File: config.mk
export PLATFORM = sky130hd
export DESIGN_NAME = sipo7_deser
export DESIGN_NICKNAME = d
export VERILOG_FILES = /design/src/rtl/sipo7_pkg.sv /design/src/rtl/sipo7_bitcnt.sv /design/src/rtl/sipo7_deser.sv
export SDC_FILE = /design/constraint.sdc
export NUM_CORES = 1
export LEC_CHECK = 0
export CAP_MARGIN = 20
export CORE_MARGIN = 4
export CORE_UTILIZATION = 25
export CTS_CLUSTER_DIAMETER = 30
export DETAILED_ROUTE_END_ITERATION = 10
export MAX_ROUTING_LAYER = met4
export PLACE_DENSITY = 0.51
export REMOVE_ABC_BUFFERS = 1
export SLEW_MARGIN = 20
export SYNTH_ARGS = -nofsm -noshare
export SYNTH_HDL_FRONTEND = slang
export SYNTH_SLANG_ARGS = --single-unit
File: constraint.sdc
create_clock -name CK -period 1.4 [get_ports CK]
set_input_delay 0.14 -clock CK [delete_from_list [all_inputs] [get_ports CK]]
set_output_delay 0.14 -clock CK [all_outputs]
set_load 0.05 [all_outputs]
File: src/rtl/sipo7_pkg.sv
// Shared constants for the 7-bit serial-in/parallel-out deserializer.
// Frame-state encoding is implied by the bit count.
package sipo7_pkg;

  localparam int FRAME_BITS     = 7;
  localparam int FRAME_BITS_PAR = 8;
  localparam int CNT_W          = 3;

  typedef enum logic [1:0] {
    ST_IDLE  = 2'd0,
    ST_SHIFT = 2'd1,
    ST_PAR   = 2'd2
  } state_e;

  function automatic state_e cnt_state(input logic [CNT_W-1:0] cnt);
    if (cnt == '0)
      return ST_IDLE;
    else if (cnt == CNT_W'(FRAME_BITS))
      return ST_PAR;
    else
      return ST_SHIFT;
  endfunction

endpackage

File: src/rtl/sipo7_bitcnt.sv
// Wrapping bit counter: counts accepted bits, flags the frame's last bit
// and keeps a registered "frame in progress" flag.
module sipo7_bitcnt
  import sipo7_pkg::*;
#(
  parameter logic [CNT_W-1:0] LAST = 3'd6
) (
  input  logic             clk_i,
  input  logic             rst_ni,
  input  logic             en_i,
  input  logic             clr_i,
  output logic [CNT_W-1:0] cnt_o,
  output logic             tc_o,
  output logic             busy_o
);

  logic [CNT_W-1:0] cnt_q, cnt_d;
  logic             busy_q;

  // Clear beats enable, so a cleared final bit never produces a terminal count.
  assign tc_o = en_i && !clr_i && (cnt_q == LAST);

  always_comb begin
    cnt_d = cnt_q;
    if (clr_i)
      cnt_d = '0;
    else if (en_i)
      cnt_d = tc_o ? '0 : cnt_q + 1'b1;
  end

  always_ff @(posedge clk_i or negedge rst_ni) begin
    if (!rst_ni) begin
      cnt_q  <= '0;
      busy_q <= 1'b0;
    end else begin
      cnt_q  <= cnt_d;
      busy_q <= (cnt_d != '0);
    end
  end

  assign cnt_o  = cnt_q;
  assign busy_o = busy_q;

endmodule

File: src/rtl/sipo7_deser.sv
// 7-bit deserializer with valid strobe and registered NAND flag.
// Define SIPO7_PARITY_EN for 8-bit frames (7 data + 1 parity) with PERR.
module sipo7_deser
  import sipo7_pkg::*;
#(
  parameter int MSB_FIRST  = 0,
  parameter int ODD_PARITY = 0
) (
  input  logic       CK,
  input  logic       RN,
  input  logic       SI,
  input  logic       SE,
  input  logic       SCLR,
  output logic [6:0] Q,
  output logic       DV,
  output logic       BUSY,
  output logic       ZN0,
  output logic       PERR
);

`ifdef SIPO7_PARITY_EN
  localparam int FRAME_LEN = FRAME_BITS_PAR;
  localparam bit PAR_EN    = 1'b1;
`else
  localparam int FRAME_LEN = FRAME_BITS;
  localparam bit PAR_EN    = 1'b0;
`endif

  logic [CNT_W-1:0] cnt;
  logic             done;
  logic             busy;

  sipo7_bitcnt #(
    .LAST(CNT_W'(FRAME_LEN - 1))
  ) u_bitcnt (
    .clk_i (CK),
    .rst_ni(RN),
    .en_i  (SE),
    .clr_i (SCLR),
    .cnt_o (cnt),
    .tc_o  (done),
    .busy_o(busy)
  );

  logic [6:0] sr_q, sr_d;
  logic [6:0] q_q, q_d;
  logic       dv_q, zn0_q, perr_q;
  logic [6:0] shifted;
  logic [6:0] word;
  logic       par_err;

  assign shifted = (MSB_FIRST != 0) ? {sr_q[5:0], SI} : {SI, sr_q[6:1]};

`ifdef SIPO7_PARITY_EN
  // SI on the completing edge is the parity bit; data is already stored.
  assign word = sr_q;
`else
  assign word = shifted;
`endif

  assign par_err = (^sr_q ^ SI) != (ODD_PARITY != 0);

  always_comb begin
    sr_d = sr_q;
    if (SCLR || done)
      sr_d = '0;
    else if (SE && (cnt != CNT_W'(FRAME_BITS)))
      sr_d = shifted;
    q_d = done ? word : q_q;
  end

  always_ff @(posedge CK or negedge RN) begin
    if (!RN) begin
      sr_q   <= '0;
      q_q    <= '0;
      dv_q   <= 1'b0;
      zn0_q  <= 1'b1;
      perr_q <= 1'b0;
    end else begin
      sr_q   <= sr_d;
      q_q    <= q_d;
      dv_q   <= done;
      zn0_q  <= ~&q_d;
      perr_q <= PAR_EN && done && par_err;
    end
  end

  assign Q    = q_q;
  assign DV   = dv_q;
  assign BUSY = busy;
  assign ZN0  = zn0_q;
  assign PERR = perr_q;

endmodule

## Word-level counts from Yosys, hierarchy flattened

Cells that the tools add are included.

| operators by class | value |
|---|---|
| reduce and logical (&&, ||, !) cells | 9 |
| mux-type cells | 6 |
| add/sub/neg operators | 1 |
| equality and inequality tests | 2 |

Operators by type and width:

| cell | count |
|---|---|
| two-way mux 7 bit | 3 |
| two-way mux 3 bit | 3 |
| AND reduction 7 bit | 1 |
| adder 3 x 1 -> 3 bit (second input constant) | 1 |
| equality test 3 bit (second input constant) | 1 |
| logical AND 1 bit | 3 |
| inequality test 3 bit (second input constant) | 1 |
| nonzero test 3 bit | 1 |
| zero test 1 bit | 2 |
| nonzero test 2 bit | 1 |
| logical OR 1 bit | 1 |

| storage, ports and cells | value |
|---|---|
| word-level logic and storage cells | 24 |
| flip-flop bits (word level) | 20 |
| input port bits | 5 |
| output and inout port bits | 11 |

## Longest topological paths before layout

Gate-level depths: netlist (run 1).

| depth | value |
|---|---|
| word-level depth | 7 |
| depth in mapped cells | 6 |
| depth with buffers taken out | 6 |

## Cells and area by module

From an unflattened synthesis (run 1), not the netlist that was laid out.

| unflattened totals | value |
|---|---|
| cell total of the unflattened synthesis | 65 |
| area, all modules | 825.8 sq um |

By module, submodules not included:

| module | seq. area each (sq um) | times used | area each (sq um) | cells each |
|---|---|---|---|---|
| sipo7_deser | 376.6 | 1 | 610.6 | 46 |
| sipo7_bitcnt | 100.1 | 1 | 215.2 | 19 |

## Worst setup path after synthesis (run 1)

No wires, ideal clock.

| timing | value |
|---|---|
| path type | register -> register |
| start point | register u_bitcnt.cnt_q[0] (netlist: u_bitcnt.cnt_o[0]) |
| end point | register u_bitcnt.busy_q (netlist: u_bitcnt.busy_o) |
| path buffers | 0 |
| data arrival time | 1.101 ns |
| library setup time | 0.140 ns |
| slack | 0.159 ns |
| cell stages (with the launch flop) | 5 |
| period minus slack after synthesis | 1.241 ns |
| cell sequence | dfrtp_1 -> ha_1 -> ha_1 -> a31oi_1 -> a41oi_1 |

| between the ends | value |
|---|---|
| cells in the longest elaborated chain, start to end | 6 |
| elaborated cells on any way between the ends | 7 |
| classes of those cells | add/sub (1); eq/ne (1); mux (3); reduce/logical (2) |

Ends and longest elaborated chain:

| element | line | source |
|---|---|---|
| start: declaration | sipo7_bitcnt.sv:17 | `logic [CNT_W-1:0] cnt_q, cnt_d;` |
| start signal: assignment | sipo7_bitcnt.sv:36 | `cnt_q <= cnt_d;` |
| branches (longest 3 deep; another with adder 3 x 1 -> 3 bit) | - |  |
| two-way mux 3 bit * | sipo7_bitcnt.sv:27 | `else if (en_i)` |
| two-way mux 3 bit * | sipo7_bitcnt.sv:25 | `if (clr_i)` |
| nonzero test 3 bit * | sipo7_bitcnt.sv:37 | `busy_q <= (cnt_d != '0);` |
| end signal: assignment | sipo7_bitcnt.sv:37 |  |
| end: declaration | sipo7_bitcnt.sv:18 | `logic busy_q;` |

Every way passes the cells marked *.
A chain may end at the register's enable or synchronous reset.

## Worst setup path in the final report (run 1)

Ends and elaborated chain as after synthesis.

==> results of run 1 <==
-- registers in the layout, indices dropped and copies added (netlist names) --
| register | count |
|---|---|
| sr_q | 6 |
| Q | 7 |
| u_bitcnt.cnt_o | 3 |
| u_bitcnt.busy_o | 1 |
| ZN0 | 1 |
| DV | 1 |
-- cells in the mapped netlist --
library cell	count
nor2_1	3
and2b_1	1
buf_6	1
inv_6	1
ha_1	3
nand4b_4	1
dfstp_2	1
nor3_2	1
a21oi_1	8
inv_1	1
nand3_1	2
a31o_2	1
a41oi_1	1
nand2_1	34
nand4_1	2
nor2b_1	1
buf_4	1
conb_1	1
nand2b_1	2
a31oi_1	1
dfrtp_1	18
mux2i_1	1
a41oi_2	1
-- worst paths after layout --
check                                        from               to  slack (ns)  depth (start not counted)
worst min register to register            sr_q[1]             Q[0]        0.54                          2
worst max-delay path            u_bitcnt.cnt_o[0]  u_bitcnt.busy_o        0.07                          5
max in group asynchronous                      RN              ZN0        0.96                          2
worst min-delay path                           RN             Q[6]        0.18                          2
worst max register to register  u_bitcnt.cnt_o[0]  u_bitcnt.busy_o        0.07                          5
min in group CK                                SI             Q[6]        0.48                          3
-- power by group through the flow --
| stage | clock, mW | combinational (mW) | sequential, mW |
|---|---|---|---|
| CTS | 0.288 | 0.104 | 0.569 |
| detailed placement | 0 | 0.102 | 0.580 |
| global route | 0.311 | 0.130 | 0.571 |
| floorplan | 0 | 0.0379 | 0.590 |
| finish | 0.277 | 0.119 | 0.569 |
| global placement | 0 | 0.0993 | 0.580 |
-- cell families (layout without fill, tap and decap cells) --
family	count (synthesis)	in the layout	share of synthesized area, %
simple gates	47	48	25.73
other cells	1	1	0.4356
fa+ha+maj	3	3	4.361
flops	19	19	55.38
compound gates	12	12	9.304
buf+inv	4	25	3.634
mux	1	1	1.163
-- through the flow --
stage               hold WS, ns    TNS, ns  setup WS, ns  area, um^2
floorplan               -0.1556          0        0.1589       842.1
global placement         0.4998  -0.009743     -0.009743        1145
detailed placement       0.5148    -0.1180      -0.05642        1145
CTS                      0.1848          0       0.01433        1180
global route             0.1904   -0.03890      -0.02594        1239
finish                   0.1764          0       0.07092        1239
-- area by class of cell --
| type | count | area share (%) |
|---|---|---|
| inverters | 2 | 1.010 |
| flip-flops and latches | 19 | 38.48 |
| repair buffers | 19 | 20.40 |
| clock buffers | 3 | 1.818 |
| multi-input cells | 65 | 33.23 |
| well taps | 46 | 4.646 |
| clock inverters | 1 | 0.4040 |
-- metal layers --
layer	up-vias	part of all wire [%]	routed length (um)
li1	336	-	-
met1	327	45	853
met2	27	46	884
met3	7	6.4	123
met4	0	2.9	55
met5	-	0	0
-- repair_timing --
action                     in CTS  in global routing
gates resized for setup         3                 12
pin swaps                       0                  4
setup endpoints to repair       6                  8
cloned                          0                  1
setup buffers                   0                  1
hold buffers                    0                  0
-- critical path, delay by kind of cell, from the launching register on --
kind / cells / cell delay (ns)
simple gates: 1 / 0.08
flops: 1 / 0.42
fa+ha+maj: 1 / 0.20
buf+inv: 1 / 0.14
compound gates: 2 / 0.37
==> metrics.csv, run 1 <==
metric,value,unit
outcome,"complete, no violations",
seq_power_share,59.0,%
ir_drop,0.0003329,V
rsz0062_at_grt,yes,
fp.coreArea,3337,um^2
cts_sinks,19,
cts_root_buf,clkbuf_4,
total_power,0.9646,mW
syn_to_final_growth,43.90,%
multi_input_area,411.6,um^2
clkPwrFrac,28.7,%
cap_viol_max_count,0,
clk_latency,0.30,ns
clkTransAtPathRegs,0.11,ns
fp.dieArea,4446,um^2
grt_pass1_wl,2.939,mm
yosysSeqAreaShare,55.38,%
cp_data_required_time,1.57,ns
p_leak,0.5694,nW
mostFrequentLayoutCells,"nand2_1, dfrtp_1, buf_12",
ys_seq_elements,19,
endpoint_kind,flop,
via_per_inst,4.497,
grt_pass1_vias,656,
p_int,0.7133,mW
fmax,752.4,MHz
syn_area,860.8,um^2
n_antenna_cell,0,
antenna_left,0,
drtIter0Drc,11,
synth_top_area_share,52.33,%
layout_commonest_cell,nand2_1,
die_w,66.68,um
globalRouteTotalUtil,9.094,%
crit_chain,inv_1 -> ha_4 -> nand2_1 -> a31oi_1 -> a41oi_1,
num-fill-cells,344,
cpPeakStageDelay,0.42,ns
grtUsageMet2,14.98,%
swShare,26.05,%
p_per_area,778.7,nW/um^2
critical_path_class,reg -> reg,
finalNetCount,118,
grt_max_degree,20,
startpoint_type,flop,
hold_class,in -> async,
cts_buffers,3,
use_met1,9.853,%
synth_top_cell_by_area,dfrtp_1,
start_util,25.80,%
switchingPower,0.2513,mW
utilization,37.12,%
crit_slowest_cell,dfrtp_1,
via_count,697,
htree_num_levels,1,
cts_tree,yes,
hold_viol_final,0,
setup_violations,0,
p_comb_share,12.3,%
cp_max_fo,5,
layout-drive-gt1-share,34.86,%
synth_area_leaders,"dfrtp_1, nand2_1, a21oi_1",
synth.avg_cell_area,9.895,um^2
portBuffers,14,
slew_viol_final,0,
busiest_layer,met2,
drc,0,
die_height,66.68,um
crit_arrival,1.50,ns
firstDrtPassIters,4,
post-route-period-util,94.93,%
seqCellArea,476.7,um^2
wire_per_inst,12.35,um
layout.cells.non_filler,155,
dp_hpwl,1.405,mm
synthDistinctLibCells,23,
antenna_found_initial,0,
io_pins,16,
synth_cells,87,
wl,1.915,mm
min_period,1.329,ns
dp_cells,149,
num_rows,21,
met3_usage,2.361,%
skew,0.003511,ns
synth_warnings,0,
gp_congestion,0.7274,
grt-ovfl-total,0,
cts_buffer_depth,2,
Note: power is estimated with default switching activity, not from simulation.
==> run 2, diff against run 1 <==
--- a/config.mk
+++ b/config.mk
@@ -5,11 +5,13 @@
 export SDC_FILE = /design/constraint.sdc
 export NUM_CORES = 1
 export LEC_CHECK = 0
+export ABC_AREA = 1
 export CAP_MARGIN = 20
 export CORE_MARGIN = 4
 export CORE_UTILIZATION = 25
 export CTS_CLUSTER_DIAMETER = 30
 export DETAILED_ROUTE_END_ITERATION = 10
+export GPL_TIMING_DRIVEN = 0
 export MAX_ROUTING_LAYER = met4
 export PLACE_DENSITY = 0.51
 export REMOVE_ABC_BUFFERS = 1
==> run 2 against run 1 <==
  * The flow now finishes with violations (negative setup slack)
  * Non-clock buffer count is 3 higher
  * Core utilization increased by 1.4 points
  * Setup slack got worse by 0.11 ns
  * Sequential power increased by 4.4%
  * Fmax is 7.5% lower
  * Clock power grew 34%
  * Combinational power grew 96%
  * Highest routed layer unchanged
==> metrics.csv, run 2 <==
metric,value,unit,change
cts_sinks,19,,unchanged
dpl_cell_area,1095,um^2,-4.4%
cp_max_fo,6,,+1
dp_hpwl,1.238,mm,-12%
utilization,38.57,%,+1.4 points
postCtsHoldBufs,0,,unchanged
ys_seq_elements,19,,unchanged
cts_buffer_depth,2,,unchanged
switchingPower,0.3417,mW,+36%
timing.setup.tns,-0.05425,ns,-0.05425 ns
synth_cells,96,,+10%
swShare,28.54,%,+2.5 points
htree_num_levels,1,,unchanged
n_antenna_cell,0,,unchanged
synth_area_leaders,"dfrtp_1, nand2_2, nand2_1",,
via_count,701,,+0.57%
synth-edff-count,0,,unchanged
worst_slack,-0.03612,ns,-0.1070 ns
synth.avg_cell_area,9.632,um^2,-2.7%
synthDistinctLibCells,22,,-4.3%
num_rows,21,,unchanged
yosysSeqAreaShare,51.56,%,-3.8 points
drtIter0Drc,22,,+11
start_util,26.86,%,+1.1 points
wire_per_inst,10.93,um,-12%
mostFrequentLayoutCells,"dfrtp_1, nand2_2, nand2_1",,
firstDrtPassIters,2,,-2
holdWs,0.3705,ns,+0.1941 ns
cp_data_required_time,1.58,ns,about the same
syn_to_final_growth,43.57,%,
post-route-period-util,102.6,%,+7.6 points
cpPeakStageDelay,0.42,ns,about the same
synth_top_cell_by_area,dfrtp_1,,
startpoint_type,flop,,
crit_slowest_cell,dfrtp_1,,
via_per_inst,4.223,,-6.1%
setup_violations,3,,+3
slew_viol_final,0,,unchanged
critical_path_class,reg -> reg,,
grt_pass1_wl,3.077,mm,+4.7%
layout_commonest_cell,dfrtp_1,,
gp_congestion,0.8177,,+12%
synth_top_area_share,48.71,%,-3.6 points
crit_chain,inv_2 -> ha_4 -> inv_2 -> nor2_4 -> buf_6 -> nand3_2 -> nand2_2 -> nand2_2 -> nor2_2 -> nand2_1,,
clk_latency,0.25,ns,-0.05 ns
skew,0.001424,ns,-0.002087 ns
hold_class,in -> async,,
cts_buffers,3,,unchanged
largest_reg_flops,7,,unchanged
relSlewSlack,44.11,%,
grt-ovfl-total,0,,unchanged
cts_tree,yes,,
final_cell_area,1328,um^2,+7.2%
ys_top_cells_by_count,"dfrtp_1, nand2_1, nand2_2, inv_1",,
syn_area,924.6,um^2,+7.4%
grt_max_degree,20,,unchanged
p_comb_share,19.5,%,+7.2 points
crit_arrival,1.62,ns,+0.12 ns
hold_viol_final,0,,unchanged
seq_power_share,49.6,%,-9.4 points
finalNetCount,129,,+9.3%
ir_drop,0.0002912,V,-13%
wl,1.814,mm,-5.3%
globalRouteTotalUtil,8.790,%,-0.30 points
min_period,1.436,ns,+0.1070 ns
clkPwrFrac,30.9,%,+2.2 points
outcome,"complete, but fails checks",,
synthFlopType,dfrtp_1,,
r2r_cells,10,,+5
synthArstFlopShare,100.0,%,unchanged
die_height,68.82,um,+3.2%
endpoint_kind,flop,,
synth.most_common_cell,dfrtp_1,,
portBuffers,14,,unchanged
fp.dieArea,4736,um^2,+6.5%
fp.coreArea,3442,um^2,+3.1%
p_leak,0.6196,nW,+8.8%
synth_warnings,0,,unchanged
p_int,0.8554,mW,+20%
cap_viol_max_count,0,,unchanged
antenna_found_initial,0,,unchanged
p_per_area,901.8,nW/um^2,+16%
rsz0062_at_grt,yes,,
grt_pass1_vias,684,,+4.3%
clkTransAtPathRegs,0.07,ns,-0.04 ns
failed_checks,negative setup slack,,
cts_root_buf,clkbuf_8,,
io_pins,16,,unchanged
fmax,696.3,MHz,-7.5%
die_w,68.82,um,+3.2%
layout-drive-gt1-share,44.17,%,+9.3 points
drc,0,,unchanged
antenna_left,0,,unchanged
tightest_slew,0.8358,ns,
## run 2: path summary, 6_finish.rpt
kind                                          end  slack, ns              start
worst min-delay path                           DV       0.37                 RN
worst max-delay path                          ZN0      -0.04  u_bitcnt.cnt_o[0]
max in group asynchronous       u_bitcnt.cnt_o[1]       0.46                 RN
min in group CK                              Q[1]       0.51               Q[1]
worst min register to register               Q[1]       0.51               Q[1]
worst max register to register                ZN0      -0.04  u_bitcnt.cnt_o[0]
## run 2: timing repair
item                       CTS  global route
gates resized for setup     28            12
setup buffers                6             2
setup endpoints to repair   20            10
pin swaps                   10             9
gates cloned                 1             0
hold endpoints to repair     0             0
## run 2: power by group through the flow
stage | Combinational, mW | Sequential (mW) | Clock (mW)
global placement | 0.209 | 0.600 | 0
floorplan | 0.0806 | 0.657 | 0
global route | 0.256 | 0.597 | 0.406
finish | 0.233 | 0.594 | 0.370
CTS | 0.225 | 0.593 | 0.382
detailed placement | 0.209 | 0.601 | 0
## run 2: cell type report
class,instances,area [um^2]
Clock buffer,4,45.04
Fill cell,352,2115
Inverter,9,33.78
Multi-Input combinational cell,66,495.5
Sequential cell,19,478.0
Tap cell,46,57.56
Timing Repair Buffer,22,217.7
## run 2: cell families (layout without fill, tap and decap cells)
group / count (synthesis) / count (layout) / share of synthesized area, %
AND/OR/NAND/NOR: 46 / 47 / 28.55
flip-flops: 19 / 19 / 51.56
AO/OA/AOI/OAI: 15 / 15 / 8.796
buffers and inverters: 12 / 35 / 6.630
adder cells (fa/ha/maj): 3 / 3 / 4.060
other: 1 / 1 / 0.4056
## run 2: worst max-delay path: cells and delay by family (launching register included)
| kind | cells | cell delay, ns |
|---|---|---|
| fa+ha+maj | 1 | 0.12 |
| simple gates | 6 | 0.54 |
| flops | 1 | 0.42 |
| buf+inv | 3 | 0.29 |
## run 2: stage by stage
step	setup WS, ns	cells	total power, mW
6_report	-0.03612	166	1.197
5_1_grt	-0.1240	166	1.259
4_1_cts	-0.04115	164	1.200
3_5_place_dp	-0.2535	153	0.8102
3_3_place_gp	-0.2398	153	0.8088
2_1_floorplan	-0.001887	93	0.7375
## run 2: routing by layer
layer | track usage, % | vias to the layer above | part of all wire [%]
met1 | 10.80 | 328 | 44
li1 | - | 353 | -
met4 | 3.406 | 0 | 2.0
met2 | 14.42 | 16 | 50
met3 | 1.459 | 4 | 4.2
met5 | - | - | 0
